[src/rtl/operand_fetch_stage_pkg.sv]
// Shared definitions for the operand fetch stage: state encoding, shift codes
// and default datapath geometry.
package operand_fetch_stage_pkg;

    localparam int DEF_WIDTH = 16;
    localparam int DEF_NREGS = 8;
    localparam int DEF_IMM_W = 5;
    localparam int REG_IDX_W = 3;

    typedef enum logic [1:0] {
        ST_IDLE   = 2'd0,
        ST_LOAD_A = 2'd1,
        ST_LOAD_B = 2'd2,
        ST_ISSUE  = 2'd3
    } fetch_state_t;

    localparam logic [1:0] SH_PASS = 2'b00;
    localparam logic [1:0] SH_LSL  = 2'b01;
    localparam logic [1:0] SH_LSR  = 2'b10;
    localparam logic [1:0] SH_ASR  = 2'b11;

endpackage

[src/rtl/operand_fetch_stage_gp_regfile.sv]
// General-purpose register file: one synchronous write port and one
// combinational read port that forwards a same-cycle write.
module gp_regfile
    import operand_fetch_stage_pkg::*;
#(
    parameter int WIDTH = DEF_WIDTH,
    parameter int NREGS = DEF_NREGS,
    parameter int IDX_W = REG_IDX_W
) (
    input  logic             clk,
    input  logic             reset,
    input  logic             wr_en,
    input  logic [IDX_W-1:0] wr_idx,
    input  logic [WIDTH-1:0] wr_data,
    input  logic [IDX_W-1:0] rd_idx,
    output logic [WIDTH-1:0] rd_data
);

    logic [NREGS*WIDTH-1:0] cells_flat;

    generate
        for (genvar gi = 0; gi < NREGS; gi++) begin : g_cell
            logic [WIDTH-1:0] cell_reg;

            always_ff @(posedge clk or negedge reset) begin
                if (!reset) begin
                    cell_reg <= '0;
                end else if (wr_en && (wr_idx == IDX_W'(gi))) begin
                    cell_reg <= wr_data;
                end
            end

            assign cells_flat[gi*WIDTH +: WIDTH] = cell_reg;
        end
    endgenerate

    // A write landing on the register being read wins over the stored value.
    always_comb begin
        if (wr_en && (wr_idx == rd_idx)) begin
            rd_data = wr_data;
        end else begin
            rd_data = cells_flat[rd_idx*WIDTH +: WIDTH];
        end
    end

endmodule

[src/rtl/operand_fetch_stage.sv]
// Operand fetch stage: latches a decoded op, reads Rn then shifted Rm over two
// cycles, and holds the selected ALU operands until the ALU accepts them.
module operand_fetch_stage
    import operand_fetch_stage_pkg::*;
#(
    parameter int WIDTH = DEF_WIDTH,
    parameter int NREGS = DEF_NREGS,
    parameter int IMM_W = DEF_IMM_W,
    localparam int IDX_W = $clog2(NREGS)
) (
    input  logic             clk,
    input  logic             reset,
    input  logic             op_valid,
    output logic             op_ready,
    input  logic [IDX_W-1:0] rn,
    input  logic [IDX_W-1:0] rm,
    input  logic [1:0]       sh,
    input  logic             asel,
    input  logic             bsel,
    input  logic [IMM_W-1:0] imm,
    input  logic [1:0]       aluop_in,
    input  logic             wb_en,
    input  logic [IDX_W-1:0] wb_reg,
    input  logic [WIDTH-1:0] wb_data,
    output logic             out_valid,
    input  logic             out_ready,
    output logic [WIDTH-1:0] ain,
    output logic [WIDTH-1:0] bin,
    output logic [1:0]       aluop
);

    fetch_state_t state_reg, state_next;

    logic [IDX_W-1:0] rn_reg, rm_reg;
    logic [1:0]       sh_reg;
    logic             asel_reg, bsel_reg;
    logic [IMM_W-1:0] imm_reg;
    logic [1:0]       aluop_reg;
    logic [WIDTH-1:0] a_reg, b_reg;

    logic [IDX_W-1:0] rd_idx;
    logic [WIDTH-1:0] rd_data;
    logic [WIDTH-1:0] shifted;
    logic [WIDTH-1:0] imm_ext;
    logic             accept;

    gp_regfile #(
        .WIDTH (WIDTH),
        .NREGS (NREGS),
        .IDX_W (IDX_W)
    ) u_regfile (
        .clk     (clk),
        .reset   (reset),
        .wr_en   (wb_en),
        .wr_idx  (wb_reg),
        .wr_data (wb_data),
        .rd_idx  (rd_idx),
        .rd_data (rd_data)
    );

    // The single read port serves Rn in LOAD_A and Rm otherwise.
    assign rd_idx = (state_reg == ST_LOAD_A) ? rn_reg : rm_reg;

    always_comb begin
        shifted = rd_data;
        case (sh_reg)
            SH_PASS: shifted = rd_data;
            SH_LSL:  shifted = {rd_data[WIDTH-2:0], 1'b0};
            SH_LSR:  shifted = {1'b0, rd_data[WIDTH-1:1]};
            SH_ASR:  shifted = {rd_data[WIDTH-1], rd_data[WIDTH-1:1]};
            default: shifted = rd_data;
        endcase
    end

    always_ff @(posedge clk or negedge reset) begin
        if (!reset) begin
            state_reg <= ST_IDLE;
        end else begin
            state_reg <= state_next;
        end
    end

    always_comb begin
        state_next = state_reg;
        op_ready   = 1'b0;
        out_valid  = 1'b0;
        case (state_reg)
            ST_IDLE: begin
                op_ready = 1'b1;
                if (op_valid) begin
                    state_next = ST_LOAD_A;
                end
            end
            ST_LOAD_A: state_next = ST_LOAD_B;
            ST_LOAD_B: state_next = ST_ISSUE;
            ST_ISSUE: begin
                out_valid = 1'b1;
                if (out_ready) begin
                    state_next = ST_IDLE;
                end
            end
            default: state_next = ST_IDLE;
        endcase
    end

    assign accept = op_valid && op_ready;

    always_ff @(posedge clk or negedge reset) begin
        if (!reset) begin
            rn_reg    <= '0;
            rm_reg    <= '0;
            sh_reg    <= '0;
            asel_reg  <= 1'b0;
            bsel_reg  <= 1'b0;
            imm_reg   <= '0;
            aluop_reg <= '0;
            a_reg     <= '0;
            b_reg     <= '0;
        end else begin
            if (accept) begin
                rn_reg    <= rn;
                rm_reg    <= rm;
                sh_reg    <= sh;
                asel_reg  <= asel;
                bsel_reg  <= bsel;
                imm_reg   <= imm;
                aluop_reg <= aluop_in;
            end
            if (state_reg == ST_LOAD_A) begin
                a_reg <= rd_data;
            end
            if (state_reg == ST_LOAD_B) begin
                b_reg <= shifted;
            end
        end
    end

    // The immediate bypasses the shifter entirely.
    assign imm_ext = {{(WIDTH-IMM_W){imm_reg[IMM_W-1]}}, imm_reg};

    assign ain   = asel_reg ? '0 : a_reg;
    assign bin   = bsel_reg ? imm_ext : b_reg;
    assign aluop = aluop_reg;

endmodule

[config.mk]
export PLATFORM = sky130hd
export DESIGN_NAME = operand_fetch_stage
export DESIGN_NICKNAME = d
export VERILOG_FILES = /design/src/rtl/operand_fetch_stage_pkg.sv /design/src/rtl/operand_fetch_stage_gp_regfile.sv /design/src/rtl/operand_fetch_stage.sv
export SDC_FILE = /design/constraint.sdc
export NUM_CORES = 1
export LEC_CHECK = 0
export ABC_AREA = 1
export CAP_MARGIN = 40
export CORE_ASPECT_RATIO = 1.75
export CORE_UTILIZATION = 25
export CTS_BUF_LIST = sky130_fd_sc_hd__clkbuf_16
export CTS_CLUSTER_SIZE = 40
export DETAILED_ROUTE_END_ITERATION = 16
export GPL_TIMING_DRIVEN = 0
export SLEW_MARGIN = 20
export SYNTH_ARGS = -nofsm -noshare
export SYNTH_HDL_FRONTEND = slang
export SYNTH_SLANG_ARGS = --single-unit
[constraint.sdc]
create_clock -name clk -period 2.68 [get_ports clk]
set_input_delay 0.67 -clock clk [delete_from_list [all_inputs] [get_ports clk]]
set_output_delay 0.67 -clock clk [all_outputs]
set_load 0.05 [all_outputs]
==> summary.log <==
INFO  global_routing grt-ovfl-total=0
INFO  placement      placed_cell_area=10100um2
INFO  route          detail_route.wl_per_cell=16.9um
INFO  global_routing grt_use_total=16.3%
INFO  sta            fin_worst_skew=9.96ps
INFO  global_routing via_count_of_the_first_global_routing_pass=7611
INFO  floorplanning  io_pins=77
INFO  layout         nets=1239
INFO  route          route.final.wire_length=28.2mm
INFO  power          p_total=13.5mW
INFO  run            drv_cap=0
INFO  clock_tree     insertion_delay=460ps
INFO  critical_path  timing.critical_path.to_type=output pin
INFO  critical_path  cp_cell_sequence=clkbuf_1, clkbuf_2, nor2_1, clkdlybuf4s15_2
INFO  power          irDropWorstVdd=0.615mV
INFO  placement      rd_place_congestion=0.951
INFO  yosys          yosysUniqueCellTypes=23
INFO  clock_tree     cts_made_buffers=17
INFO  yosys          seq_area_frac_synth=51.3%
INFO  critical_path  dominant_delay_contributor_by_cell_family_on_the_critical_path=buffers and inverters
INFO  route          initial_drt_markers=447
INFO  clock_tree     tritoncts_num_sinks=179
INFO  route          detail_route.vias_per_cell=4.64
INFO  power          cellLeakagePower=5.16nW
INFO  power          sw_frac_of_total=48.5%
INFO  route          wl_met2=15.7mm
INFO  clock_tree     clockRootBuffer=sky130_fd_sc_hd__clkbuf_16
INFO  route          num_vias=7731
INFO  power          p_seq_share=28.1%
INFO  power          powerDensity=1260nW/um2
INFO  clock_tree     path_clk_slew=70ps
INFO  layout         design_area=10700um2
INFO  route          route.top_layer_used=met4
INFO  placement      dpl.hpwl=21.7mm
INFO  floorplanning  die_height=249um
INFO  clock_tree     clock_path_buffers=2
INFO  power          net-switching-power=6.55mW
INFO  layout         layout-drive-gt1-share=9.86%
INFO  sta            maxSlewViolCount=0
INFO  worst_hold_path timing.hold.worst.class=primary input to async pin
INFO  sta            clock.fmax=0.394GHz
INFO  yosys          synth_edf_count=0
INFO  yosys          postSynthRegisterBits=179
INFO  sta            worstMarginPinSlew=722ps
INFO  critical_path  cp_data_arrival_time=1870ps
INFO  sta            setup_viol=0
INFO  critical_path  worstPathMaxFanout=10
INFO  critical_path  cpMaxStageDelayCell=sky130_fd_sc_hd__clkdlybuf4s15_2
INFO  sta            slew_headroom=51.9%
INFO  floorplanning  placeableCoreArea=34500um2
INFO  yosys          synth_flop_cell=sky130_fd_sc_hd__dfrtp_1
INFO  critical_path  critical_path.startpoint_type=flop
INFO  layout         largest_register_ffs=128
INFO  route          drt_drc_violations_left=0
INFO  power          combinational_group_share_of_total_power=52.7%
INFO  critical_path  worstPathBufferInverterCount=3
INFO  sta            timing.final.hold_violations=0
INFO  global_routing grt_start_max_net_pins=92
INFO  layout         number_of_inserted_diodes=0
INFO  route          routed_wire_length_on_met3=1.12mm
INFO  layout         flow.area_growth_from_synthesis=23.0%
INFO  clock_tree     cts-hold-fix-buffers=0
INFO  placement      port_buffers=76
INFO  yosys          synthesis.area_per_instance=7.96um2
INFO  critical_path  worst_path_largest_cell_delay=400ps
INFO  power          power_report.internal_total=6.97mW
INFO  sta            finalWorstPathRequiredPeriod=2540ps
INFO  floorplanning  core.rowCount=90
INFO  critical_path  critical_path_required=2010ps
INFO  layout         layout_commonest_cell=sky130_fd_sc_hd__nand2_1
INFO  floorplanning  floorplan.initialDensity=25.4%
INFO  floorplanning  die_x=143um
INFO  clock_tree     cts_tree=done
INFO  critical_path  timing_worst_setup_path_type=flop to output pin
INFO  floorplanning  design.die.area=35700um2
INFO  yosys          post_synthesis_cell_area=8740um2
INFO  sta            final_period_util=94.7%
INFO  global_routing antenna_found_initial=0
INFO  yosys          synthCells=1098
INFO  yosys          async_reset_ff_share=100%
INFO  sta            unrepaired_setup_endpoints_after_global_routing=no
INFO  route          met1Wirelength=9.93mm
INFO  power          power_frac_clock=19.1%
INFO  yosys          ys_warn_count=0
INFO  outcome        run_status=finished, final reports clean
INFO  route          drt_pass1_iterations=5
INFO  clock_tree     h-tree-depth=4
INFO  yosys          synth.net_count=1143
INFO  global_routing global_route_wire_length_before_repair=43.2mm
INFO  route          ant_nets=0
INFO  layout         layout_common_cells=sky130_fd_sc_hd__nand2_1, sky130_fd_sc_hd__nand3_1, sky130_fd_sc_hd__dfrtp_1
[power by group through the flow]
stage	clock, mW	combinational (mW)	sequential, mW
detailed placement	0	7.22	3.83
CTS	2.63	7.14	3.79
floorplan	0	4.92	3.79
global route	2.74	7.79	3.89
finish	2.58	7.13	3.81
global placement	0	7.12	3.82
[what timing repair did]
action	CTS	global route
setup buffers	0	0
resized for setup	71	28
endpoints found under the hold margin	0	0
endpoints found under the setup margin	27	41
[path summary, 6_finish.rpt]
check,from,end,slack (ps),cells past startpoint
min reg2reg,u_regfile.g_cell[0].cell_reg[0],u_regfile.g_cell[0].cell_reg[0],490,2
max in group asynchronous,reset,u_regfile.g_cell[7].cell_reg[11],1570,2
max,asel_reg,ain[11],140,4
min in group clk,u_regfile.g_cell[0].cell_reg[0],u_regfile.g_cell[0].cell_reg[0],490,2
min,reset,state_reg[0],190,1
max reg2reg,state_reg[1],b_reg[4],200,15
[through the flow]
step           setup TNS, ps  utilization, %  hold WS (ps)  setup WS, ps  std cells
6_report                   0            31.2           192           143       1667
5_1_grt                    0            31.2           268          14.0       1667
4_1_cts                -74.6            31.1           240         -74.6       1668
3_5_place_dp           -9.59            29.3           473         -9.59       1636
3_3_place_gp        -1147820            29.2           466         -6410       1634
2_1_floorplan              0               -           374           186       1098
[cell type report]
| type | count | area (um2) |
|---|---|---|
| multi-input combinational | 765 | 3620 |
| inverter | 89 | 339 |
| timing repair buffer | 78 | 795 |
| buffer | 64 | 324 |
| sequential | 179 | 4480 |
| tap | 460 | 576 |
| fill | 3705 | 23700 |
| clock inverter | 15 | 186 |
| clock buffer | 17 | 425 |
[kinds of logic after synthesis]
family	synth area share (%)
simple gates	29.1
flops	51.3
compound gates	9.61
buf+inv	7.48
mux	1.93
fa+ha+maj	0.573
[per-layer routing]
metal,global-route usage [%],vias up
li1,-,3752
met1,16.4,3666
met2,31.3,255
met3,2.02,58
met4,9.79,0
met5,0,-
[worst register-to-register path, cell delays in order (launching register included)]
cell,delay [ps]
sky130_fd_sc_hd__dfrtp_1,410
sky130_fd_sc_hd__inv_1,100
sky130_fd_sc_hd__ha_1,190
sky130_fd_sc_hd__buf_6,170
sky130_fd_sc_hd__nand2_4,130
sky130_fd_sc_hd__nand2_4,100
sky130_fd_sc_hd__buf_6,150
sky130_fd_sc_hd__clkbuf_4,250
sky130_fd_sc_hd__nand2_1,80
sky130_fd_sc_hd__nand3_1,80
sky130_fd_sc_hd__nand3_1,170
sky130_fd_sc_hd__nand3_1,230
sky130_fd_sc_hd__nand3_1,120
sky130_fd_sc_hd__nand3_1,120
sky130_fd_sc_hd__nand2_1,50
sky130_fd_sc_hd__nand2_1,70
[synthesized netlist by cell type (2+ instances only)]
| cell type | instances | area [um2] |
|---|---|---|
| sky130_fd_sc_hd__a21oi_1 | 20 | 100 |
| sky130_fd_sc_hd__buf_1 | 4 | 15.0 |
| sky130_fd_sc_hd__buf_2 | 13 | 65.1 |
| sky130_fd_sc_hd__buf_4 | 4 | 30.0 |
| sky130_fd_sc_hd__buf_6 | 3 | 33.8 |
| sky130_fd_sc_hd__clkbuf_1 | 40 | 150 |
| sky130_fd_sc_hd__dfrtp_1 | 179 | 4480 |
| sky130_fd_sc_hd__ha_1 | 4 | 50.1 |
| sky130_fd_sc_hd__inv_1 | 88 | 330 |
| sky130_fd_sc_hd__mux2_2 | 15 | 169 |
| sky130_fd_sc_hd__nand2_1 | 316 | 1190 |
| sky130_fd_sc_hd__nand2_2 | 3 | 18.8 |
| sky130_fd_sc_hd__nand2_4 | 13 | 146 |
| sky130_fd_sc_hd__nand3_1 | 198 | 991 |
| sky130_fd_sc_hd__nor2_1 | 44 | 165 |
| sky130_fd_sc_hd__nor2_4 | 2 | 22.5 |
| sky130_fd_sc_hd__nor3_1 | 2 | 10.0 |
| sky130_fd_sc_hd__o21ai_0 | 145 | 726 |
No activity file was read; power rests on OpenSTA's default activity.
